--- config.mk ---
export PLATFORM = sky130hd
export DESIGN_NAME = dram_dump_uart_tx
export DESIGN_NICKNAME = d
export VERILOG_FILES = /design/src/rtl/dram_dump_pkg.sv /design/src/rtl/uart_tx_byte.sv /design/src/rtl/dram_dump_uart_tx.sv
export SDC_FILE = /design/constraint.sdc
export NUM_CORES = 1
export LEC_CHECK = 0
export CAP_MARGIN = 25
export CORE_ASPECT_RATIO = 1.1
export CORE_MARGIN = 2
export CORE_UTILIZATION = 47
export CTS_CLUSTER_DIAMETER = 60
export DETAILED_ROUTE_END_ITERATION = 6
export GPL_TIMING_DRIVEN = 0
export HOLD_SLACK_MARGIN = 0.06
export PLACE_DENSITY_LB_ADDON = 0.1
export SLEW_MARGIN = 10
export SYNTH_ARGS = -nofsm -noshare
export SYNTH_HDL_FRONTEND = slang
export SYNTH_SLANG_ARGS = --single-unit
--- constraint.sdc ---
create_clock -name clk -period 2.1 [get_ports clk]
set_input_delay 0.63 -clock clk [delete_from_list [all_inputs] [get_ports clk]]
set_output_delay 0.63 -clock clk [all_outputs]
set_load 0.1 [all_outputs]
--- src/rtl/dram_dump_pkg.sv ---
// Shared types and constants for the DRAM read-back UART dumper.
package dram_dump_pkg;

  typedef enum logic [2:0] {
    IDLE = 3'd0,
    SYNC = 3'd1,
    CAP  = 3'd2,
    LO   = 3'd3,
    HI   = 3'd4,
    FIN  = 3'd5
  } state_t;

  localparam int          ADDR_W     = 5;
  localparam int          DATA_W     = 16;
  localparam logic [4:0]  LAST_ADDR  = 5'd31;
  localparam int          FRAME_BITS = 10;

  // Build an 8N1 frame, bit 0 goes out first: start(0), data LSB..MSB, stop(1).
  function automatic logic [FRAME_BITS-1:0] uart_frame(input logic [7:0] b);
    return {1'b1, b, 1'b0};
  endfunction

endpackage

--- src/rtl/uart_tx_byte.sv ---
// Single-byte 8N1 UART transmitter. Owns the baud counter and bit index;
// ready is asserted while idle and on the last cycle of the stop bit so a
// new load can follow with no idle gap.
module uart_tx_byte
  import dram_dump_pkg::*;
#(
  parameter int CLK_DIV = 868
) (
  input  logic       clk,
  input  logic       rst,
  input  logic       load,
  input  logic [7:0] data,
  output logic       tx,
  output logic       ready
);

  localparam int                BAUD_W    = (CLK_DIV > 2) ? $clog2(CLK_DIV) : 1;
  localparam logic [BAUD_W-1:0] BAUD_LAST = BAUD_W'(CLK_DIV - 1);
  localparam logic [3:0]        LAST_BIT  = 4'(FRAME_BITS - 1);

  logic                  r_active;
  logic [BAUD_W-1:0]     r_baud;
  logic [3:0]            r_bit;
  logic [FRAME_BITS-1:0] r_shift;
  logic                  r_tx;
  logic                  w_bit_end;
  logic                  w_frame_end;

  assign w_bit_end   = r_active && (r_baud == BAUD_LAST);
  assign w_frame_end = w_bit_end && (r_bit == LAST_BIT);
  assign ready       = !r_active || w_frame_end;
  assign tx          = r_tx;

  // Frame sequencing: load a new frame, advance bits, or return to idle-high.
  always_ff @(posedge clk or posedge rst) begin
    if (rst) begin
      r_active <= 1'b0;
      r_baud   <= '0;
      r_bit    <= 4'd0;
      r_shift  <= '1;
      r_tx     <= 1'b1;
    end else if (load && ready) begin
      r_active <= 1'b1;
      r_baud   <= '0;
      r_bit    <= 4'd0;
      r_shift  <= uart_frame(data);
      r_tx     <= 1'b0;
    end else if (w_frame_end) begin
      r_active <= 1'b0;
      r_baud   <= '0;
      r_bit    <= 4'd0;
      r_tx     <= 1'b1;
    end else if (w_bit_end) begin
      r_baud   <= '0;
      r_bit    <= r_bit + 4'd1;
      r_shift  <= {1'b1, r_shift[FRAME_BITS-1:1]};
      r_tx     <= r_shift[1];
    end else if (r_active) begin
      r_baud   <= r_baud + BAUD_W'(1'b1);
    end else begin
      r_baud   <= r_baud;
    end
  end

endmodule

--- src/rtl/dram_dump_uart_tx.sv ---
// Walks DRAM read addresses 0..31 and streams a sync byte followed by each
// 16-bit word (low byte first) out of the UART tx pin.
module dram_dump_uart_tx
  import dram_dump_pkg::*;
#(
  parameter int         CLK_DIV   = 868,
  parameter logic [7:0] SYNC_BYTE = 8'hA5
) (
  input  logic              clk,
  input  logic              rst,
  input  logic              start,
  output logic [ADDR_W-1:0] ram_addr,
  input  logic [DATA_W-1:0] ram_rdata,
  output logic              tx,
  output logic              busy,
  output logic              done
);

  state_t              r_state;
  state_t              w_state_nxt;
  logic [ADDR_W-1:0]   r_addr;
  logic [ADDR_W-1:0]   w_addr_nxt;
  logic [DATA_W-1:0]   r_ram_data_q;
  logic [DATA_W-1:0]   w_data_nxt;
  logic                w_load;
  logic [7:0]          w_byte;
  logic                w_ready;
  logic                w_tx;
  logic                r_busy;
  logic                r_done;

  uart_tx_byte #(
    .CLK_DIV (CLK_DIV)
  ) u_uart (
    .clk   (clk),
    .rst   (rst),
    .load  (w_load),
    .data  (w_byte),
    .tx    (w_tx),
    .ready (w_ready)
  );

  // Next-state, address and byte-select logic. The low byte is loaded
  // straight from the DRAM in CAP, the same value that is latched there.
  always_comb begin
    w_state_nxt = r_state;
    w_addr_nxt  = r_addr;
    w_data_nxt  = r_ram_data_q;
    w_load      = 1'b0;
    w_byte      = 8'h00;
    case (r_state)
      IDLE: begin
        if (start) begin
          w_state_nxt = SYNC;
          w_addr_nxt  = '0;
          w_load      = 1'b1;
          w_byte      = SYNC_BYTE;
        end else begin
          w_state_nxt = IDLE;
        end
      end
      SYNC: begin
        if (w_ready) begin
          w_state_nxt = CAP;
        end else begin
          w_state_nxt = SYNC;
        end
      end
      CAP: begin
        w_data_nxt  = ram_rdata;
        w_load      = 1'b1;
        w_byte      = ram_rdata[7:0];
        w_state_nxt = LO;
      end
      LO: begin
        if (w_ready) begin
          w_load      = 1'b1;
          w_byte      = r_ram_data_q[15:8];
          w_state_nxt = HI;
        end else begin
          w_state_nxt = LO;
        end
      end
      HI: begin
        if (w_ready) begin
          if (r_addr == LAST_ADDR) begin
            w_state_nxt = FIN;
          end else begin
            w_addr_nxt  = r_addr + 5'd1;
            w_state_nxt = CAP;
          end
        end else begin
          w_state_nxt = HI;
        end
      end
      FIN: begin
        w_state_nxt = IDLE;
      end
      default: begin
        w_state_nxt = IDLE;
      end
    endcase
  end

  // State, address and captured-word registers.
  always_ff @(posedge clk or posedge rst) begin
    if (rst) begin
      r_state      <= IDLE;
      r_addr       <= '0;
      r_ram_data_q <= '0;
    end else begin
      r_state      <= w_state_nxt;
      r_addr       <= w_addr_nxt;
      r_ram_data_q <= w_data_nxt;
    end
  end

  // Registered status: busy tracks any non-IDLE state, done marks the FIN cycle.
  always_ff @(posedge clk or posedge rst) begin
    if (rst) begin
      r_busy <= 1'b0;
      r_done <= 1'b0;
    end else begin
      r_busy <= (w_state_nxt != IDLE);
      r_done <= (w_state_nxt == FIN);
    end
  end

  assign ram_addr = r_addr;
  assign busy     = r_busy;
  assign done     = r_done;
  assign tx       = w_tx;

endmodule

==> metrics.md, run 1 <==
| Metric | Value |
|---|---|
| Clock root buffer | `clkbuf_8` |
| R2R Setup Slk | `approximately 0.13 ns` |
| Nets | `278` |
| Hold Path Stages | `1` |
| Maximum vdd ir drop | `0.3222 mV` |
| Clk_skew | `roughly 0.0047 ns` |
| Fin area | `0.002760 sq mm` |
| Initial antenna violation count | `0` |
| WS Path Type | `reg -> out` |
| Leakage | `1.181 nW` |
| Final Power | `0.001549 W` |
| Synth-to-layout area growth | `21.48%` |
| Total CTS buffers | `5` |
| Register area | `0.001072 sq mm` |
| Most common cell in the synthesized netlist | `dfrtp_1` |
| RSZ-0062 raised after global routing | `no` |
| Port Buffers | `26` |
| Vias/cell | `5.704` |
| Antenna diode instance count | `0` |
| Largest net degree at the start of global routing | `34` |
| Hold Path Class | `reg -> reg` |
| Post-DP HPWL | `3176 microns` |
| Data arrival time of the critical path | `1.37 ns` |
| Period utilization | `95.08%` |
| Hold path endpoint | `u_uart.r_baud[9]` |
| HP Start | `u_uart.r_baud[9]` |
| Vias in the first global route | `1726` |
| Final setup fails | `0` |
| Total Die Area | `0.005407 sq mm` |
| Final hold vios | `0` |
| Simple-gate portion of the synthesized area | `roughly a fifth` |
| Type of origin of the critical path | `register` |
| Top-area cell type share of the netlist area | `36.34%` |
| Dpl ws | `-0.3481 ns` |
| FFs w/ async S/R, synth | `between 90% and 100%` |
| Fmax | `500.8 MHz` |
| Worst-skew pair later-pin latency | `0.29 ns` |
| Die width | `70.30 microns` |
| Multi-input gate area | `between 0.001 and 0.0015 sq mm` |
| Final WS setup | `between 0.1 and 0.15 ns` |
| Fin cells | `between 300 and 400` |
| Core ar. | `approximately 0.0047 sq mm` |
| R2r endpoint | `ram_addr[2]` |
| Synth area leader | `dfrtp_1` |
| Worst r2r path cells | `8` |
| CP Buf/Inv Count | `1` |
| Final min period | `~2 ns` |
| Synth area leaders | `dfrtp_1 36%, dfstp_2 10%, mux2i_1 7.5%, mux2_2 4.5%, nand2_1 2.8%` |
| DRT iter0 DRCs | `94` |
| Crit-path slowest cell | `clkdlybuf4s15_2` |
| Drt pass-1 iters | `4` |
| Synth Area in Compound Gates | `13.77%` |
| Fillers | `between 300 and 400` |
| Adder-cell share of the synthesized area | `2.753%` |
| TNS Setup | `0 ns` |
| Final ANT Viol Nets | `0` |
| Clk slew on worst S/H paths | `approximately 0.080 ns` |
| Cell Area, Placed | `0.002633 sq mm` |
| Die Height | `76.93 microns` |
| Register area share after synthesis | `a little under half` |
| First-pass GRT wire length | `8024 microns` |
| Fin. max-slew vios | `0` |
| Row count | `26` |
| Ys Warns | `0` |
| DR WL/cell | `14.61 microns` |
| Via count | `1774` |
| Worst EP required | `1.47 ns` |
| Slew headroom | `between 50% and 60%` |
| GRT Overall Usage | `between 10% and 20%` |
| Status | `finished, final reports clean` |
| Initial Util | `48.84%` |
| Max_cap viols | `0` |
| Crit-path leading delay family | `buffers and inverters` |
| Synthesized instance count | `221` |
| PwrDens | `561.3 mW/mm^2` |
| Avg Cell Area, Syn | `10.28 sq um` |
| Largest family of logic cells by synthesized area | `simple AND/OR/NAND/NOR gates` |
| Ports | `27` |
| Gr ovfl total | `0` |
| CTS H-tree lvls | `2` |
| Xor and xnor area share after synthesis | `0%` |
| Mapped Area | `0.002272 sq mm` |
| Dominant synthesized flop cell | `dfrtp_1` |
| RePlAce Congestion | `~0.78` |
| Final Routed Wirelength | `4544 microns` |
| Reg2Reg Launch Point | `ram_addr[0]` |
| Layout cell share with drive strength beyond 1 | `about a fifth` |
| Cell Chain, Critical Path | `clkdlybuf4s15_2` |
| Detailed-route DRC error count | `0` |
| Post-synthesis register bit count | `42` |
| Slew @ Worst Pin | `~0.7 ns` |
| Post-synth top cells | `33 x dfrtp_1, 17 x mux2i_1, 17 x nand2_1` |
| Placed Cells | `between 300 and 400` |
| Synth Net Count | `245` |
| CP Capture Type | `primary output` |
| # clock sinks | `between 40 and 50` |
| Max incr delay on CP | `0.54 ns` |
| Crit path max fanout | `2` |
| EDFF count, synth | `0` |
| Distinct cells, synth | `47` |
| Clock Path Buffers | `2` |
| Mux share of post-synthesis cell area | `approximately an eighth` |
| CTS tree | `done` |
placed cells by master (no fill, tap or decap), types with 4 or more instances in the layout:
master and count:
nand2_1 17, clkbuf_1 8, and3_1 6, nand3_1 10
o21ai_0 4, nor2_1 12, o211ai_1 4, dfstp_2 9
a31oi_1 9, nand2b_1 4, a22oi_1 4, clkdlybuf4s15_2 6
mux2_2 9, dfrtp_1 29, a21oi_1 9, nor3_1 6
clkdlybuf4s50_1 18, nand4_1 6, buf_2 4, ha_1 4
clkbuf_8 5, mux2i_1 17
logic make-up (layout without fill, tap and decap cells):
| kind of cell | Yosys count | count (layout) |
|---|---|---|
| AND/OR/NAND/NOR | 84 | 84 |
| AO/OA/AOI/OAI | 44 | 44 |
| flip-flops | 42 | 42 |
| multiplexers | 26 | 26 |
| buffers and inverters | 20 | 54 |
| adder cells (fa/ha/maj) | 5 | 5 |
power breakdown:
group / total, W / switching, W / internal (W)
Clock: 0.000633 / 0.000277 / 0.000356
Combinational: 0.0000783 / 0.0000296 / 0.0000487
Sequential: 0.000838 / 0.00000805 / 0.000830
metal layers:
| metal | vias up | track usage (%) | wire [microns] |
|---|---|---|---|
| met1 | 853 | 25.04 | 2168 |
| met4 | 0 | 6.154 | 48 |
| li1 | 887 | - | - |
| met5 | - | 0 | 0 |
| met3 | 6 | 3.285 | 111 |
| met2 | 28 | 28.49 | 2215 |
registers in the layout, summed over array words and instances, names as in the netlist:
| name | cells |
|---|---|
| u_uart.r_baud | 10 |
| r_ram_data_q | 8 |
| u_uart.r_shift | 8 |
| ram_addr | 5 |
| u_uart.r_bit | 4 |
| r_state | 3 |
| busy | 1 |
| done | 1 |
| u_uart.r_active | 1 |
| u_uart.tx | 1 |
worst max-delay path by stage:
| stage | startpoint | end | slack, ns | cells after the start |
|---|---|---|---|---|
| floorplan | ram_addr[0] | ram_addr[2] | 0.009 | 8 |
| global placement | rst | ram_addr[0] | -0.65 | 2 |
| detailed placement | start | u_uart.r_baud[5] | -0.35 | 6 |
| CTS | done | done | 0.002 | 1 |
| global route | ram_addr[0] | ram_addr[2] | 0.002 | 8 |
| finish | u_uart.tx | tx | 0.10 | 1 |
area by class of cell:
type	instances	share of cell area (%)
clock buffers	7	2.765
well taps	56	2.539
inverters	4	0.5440
flip-flops and latches	42	38.85
repair buffers	29	10.61
multi-input cells	159	41.34
clock inverters	1	1.088
plain buffers	13	2.267
through the flow:
step	hold WS [ns]	utilization (%)
after floorplan	0.4451	-
after global placement	0.4713	56.16
after detailed placement	0.4793	56.59
after CTS	0.4908	59.06
after global routing	0.5310	59.33
final	0.4844	59.33
timing repair:
action / in CTS / in global routing
resized for setup: 23 / 7
endpoints found under the setup margin: 16 / 21
hold buffers: 0 / 0
pin swaps: 0 / 1
buffers inserted: 0 / 2
Power figures use the tool's default switching activity.
==> run 2, diff against run 1 <==
--- a/config.mk
+++ b/config.mk
@@ -7,13 +7,14 @@
 export LEC_CHECK = 0
 export CAP_MARGIN = 25
 export CORE_ASPECT_RATIO = 1.1
-export CORE_MARGIN = 2
+export CORE_MARGIN = 4
 export CORE_UTILIZATION = 47
 export CTS_CLUSTER_DIAMETER = 60
 export DETAILED_ROUTE_END_ITERATION = 6
 export GPL_TIMING_DRIVEN = 0
 export HOLD_SLACK_MARGIN = 0.06
 export PLACE_DENSITY_LB_ADDON = 0.1
+export SETUP_SLACK_MARGIN = 0.5
 export SLEW_MARGIN = 10
 export SYNTH_ARGS = -nofsm -noshare
 export SYNTH_HDL_FRONTEND = slang
==> metrics.md, run 2 (synthesis results as in run 1) <==
| Metric | Value |
|---|---|
| Worst-skew pair later-pin latency | `0.29 ns (about the same)` |
| Period utilization | `85.59% (was 95.08%)` |
| Largest net degree at the start of global routing | `30 (was 34)` |
| HP Start | `u_uart.r_baud[9] (unchanged)` |
| Fin cells | `337 (was 311)` |
| Hold path endpoint | `u_uart.r_baud[9] (unchanged)` |
| Clock Path Buffers | `2 (unchanged)` |
| Ports | `27 (unchanged)` |
| Clk slew on worst S/H paths | `0.08 ns (about the same)` |
| CP most frequent cell | `ha_4` |
| Total Die Area | `0.006012 sq mm (was 0.005407 sq mm)` |
| Port Buffers | `26 (unchanged)` |
| Slew @ Worst Pin | `0.6060 ns (was 0.6957 ns)` |
| Clk_skew | `0.008130 ns (was 0.004745 ns)` |
| Vias/cell | `5.760 (was 5.704)` |
| Top reg by flops | `u_uart.r_baud (unchanged)` |
| R2r endpoint | `ram_addr[2] (unchanged)` |
| RSZ-0062 raised after global routing | `yes (was no)` |
| PwrDens | `483.8 mW/mm^2 (was 561.3 mW/mm^2)` |
| Largest register FFs | `10 (unchanged)` |
| DRT iter0 DRCs | `82 (was 94)` |
| CP Buf/Inv Count | `1 (unchanged)` |
| Max_cap viols | `0 (unchanged)` |
| Worst r2r path cells | `8 (unchanged)` |
| WS Path Type | `reg -> reg (was reg -> out)` |
| Via count | `1941 (was 1774)` |
| Leakage | `1.391 nW (was 1.181 nW)` |
| Clock root buffer | `clkbuf_8 (unchanged)` |
| # clock sinks | `42 (unchanged)` |
| Post-DP HPWL | `3307 microns (was 3176 microns)` |
| Max incr delay on CP | `0.49 ns (was 0.54 ns)` |
| Total CTS buffers | `5 (unchanged)` |
| DR WL/cell | `15.71 microns (was 14.61 microns)` |
| First-pass GRT wire length | `8638 microns (was 8024 microns)` |
| Final min period | `1.797 ns (was 1.997 ns)` |
| CTS tree | `done (unchanged)` |
| Crit-path leading delay family | `flip-flops (was buffers and inverters)` |
| Crit-path slowest cell | `dfrtp_4 (was clkdlybuf4s15_2)` |
| Leading cell types in the layout, fill and taps excluded | `24 x dfrtp_1, 22 x buf_4, 17 x clkdlybuf4s50_1 (was 29 x dfrtp_1, 18 x clkdlybuf4s50_1, 17 x nand2_1, 17 x mux2i_1, 12 x nor2_1)` |
| Data arrival time of the critical path | `1.97 ns (was 1.37 ns)` |
| CTS H-tree lvls | `2 (unchanged)` |
| Antenna diode instance count | `0 (unchanged)` |
| Initial Util | `48.84% (unchanged)` |
| Final Routed Wirelength | `5293 microns (was 4544 microns)` |
| Fillers | `369 (was 398)` |
| Crit path max fanout | `5 (was 2)` |
| Maximum vdd ir drop | `0.3323 mV (was 0.3222 mV)` |
| Row count | `26 (unchanged)` |
| Fmax | `556.3 MHz (was 500.8 MHz)` |
| Largest regs | `u_uart.r_baud: 10 flops, r_ram_data_q: 8 flops, u_uart.r_shift: 8 flops (unchanged)` |
| GRT Overall Usage | `18.39% (was 18.09%)` |
| Die width | `74.30 microns (was 70.30 microns)` |
| Drt pass-1 iters | `4 (unchanged)` |
| Nets | `304 (was 278)` |
| Worst EP required | `2.28 ns (was 1.47 ns)` |
| Reg2Reg Launch Point | `ram_addr[0] (unchanged)` |
| Synth-to-layout area growth | `41.80% (was 21.48%)` |
| Final core utilization | `69.26% (was 59.33%)` |
| Placed Cells | `304 (unchanged)` |
| Vias in the first global route | `1858 (was 1726)` |
| Hold Path Class | `reg -> reg (unchanged)` |
| Gr ovfl total | `0 (unchanged)` |
| Initial antenna violation count | `0 (unchanged)` |
| CP Capture Type | `register (was primary output)` |
| RePlAce Congestion | `0.7826 (was 0.7792)` |
| Final hold vios | `0 (unchanged)` |
| Hold Path Stages | `1 (unchanged)` |
| Final setup fails | `0 (unchanged)` |
| Final ANT Viol Nets | `0 (unchanged)` |
| Detailed-route DRC error count | `0 (unchanged)` |
| Slew headroom | `59.17% (was 53.45%)` |
| Core ar. | `0.004652 sq mm (unchanged)` |
| Fin. max-slew vios | `0 (unchanged)` |
| Type of origin of the critical path | `register (unchanged)` |
| Most common cell after layout, fill and taps aside | `dfrtp_1 (unchanged)` |
| Layout cell share with drive strength beyond 1 | `38.43% (was 20.39%)` |
| R2R Setup Slk | `0.30 ns (was 0.13 ns)` |
| Status | `finished, final reports clean (unchanged)` |
| Cell Chain, Critical Path | `ha_4 > and3_4 > ha_4 > nor2b_1 > a41o_1 > buf_6 > a21oi_2 > a211o_1 (was clkdlybuf4s15_2)` |
| Die Height | `80.93 microns (was 76.93 microns)` |
==> run 2: power by group <==
group	internal (W)	switching [W]	leakage (nW)	total, W
combinational	0.0000526	0.0000328	0.871	0.0000854
clock	0.000356	0.000277	0.0524	0.000633
sequential	0.000830	0.00000973	0.467	0.000840
total	0.00124	0.000320	1.39	0.00156
==> run 2: area by class of cell <==
cell class	count	area (sq um)	area share, %
Buffer	16	130.1	4.039
Clock buffer	7	76.32	2.369
Clock inverter	1	30.03	0.9320
Inverter	4	15.01	0.4660
Multi-Input combinational cell	159	1285	39.88
Sequential cell	42	1079	33.48
Tap cell	56	70.07	2.175
Timing Repair Buffer	52	536.8	16.66
==> run 2: worst register-to-register path, cell delays in order (launching register included) <==
cell and delay [ns]:
dfrtp_4 0.49, ha_4 0.17, and3_4 0.15, ha_4 0.16
nor2b_1 0.10, a41o_1 0.20, buf_6 0.14, a21oi_2 0.05
a211o_1 0.22
==> run 2: worst max-delay path by stage <==
stage	to	depth (start not counted)	from	slack, ns
CTS	ram_addr[3]	6	u_uart.r_baud[4]	0.27
global placement	ram_addr[0]	2	rst	-0.66
global route	u_uart.r_shift[6]	7	u_uart.r_bit[0]	0.24
floorplan	ram_addr[2]	8	ram_addr[1]	0.17
finish	ram_addr[2]	8	ram_addr[0]	0.30
detailed placement	u_uart.r_baud[3]	6	start	-0.18
==> run 2: what timing repair did <==
item,in CTS,in global routing
pin swaps,17,10
endpoints found under the setup margin,49,44
hold buffers,0,0
buffers inserted,17,6
gates resized for setup,79,33
gates cloned,2,0
==> run 2: metal layers <==
metal  vias to the layer above  GRT usage (%)  share of wire, %
li1                        948              -                 -
met1                       957          23.88                44
met2                        30          31.56                52
met3                         6          2.970               3.1
met4                         0          5.160               1.1
met5                         -              0                 0
==> run 2: stage by stage <==
stage	total power [W]	hold WS (ns)	worst slack (ns)	area [sq um]	setup TNS (ns)
floorplan	0.0008907	0.4451	0.1718	2387	0
global placement	0.0009335	0.4688	-0.6591	2718	-17.63
detailed placement	0.0009393	0.4765	-0.1850	2738	-2.036
CTS	0.001574	0.4883	0.2708	3075	0
global route	0.001619	0.5271	0.2353	3222	0
finish	0.001559	0.4874	0.3025	3222	0
==> run 3, diff against run 2 <==
--- a/config.mk
+++ b/config.mk
@@ -5,7 +5,7 @@
 export SDC_FILE = /design/constraint.sdc
 export NUM_CORES = 1
 export LEC_CHECK = 0
-export CAP_MARGIN = 25
+export CAP_MARGIN = 5
 export CORE_ASPECT_RATIO = 1.1
 export CORE_MARGIN = 4
 export CORE_UTILIZATION = 47
==> results of run 3 <==
Same layout as run 2: the final DEF is identical, and so are final timing and power.
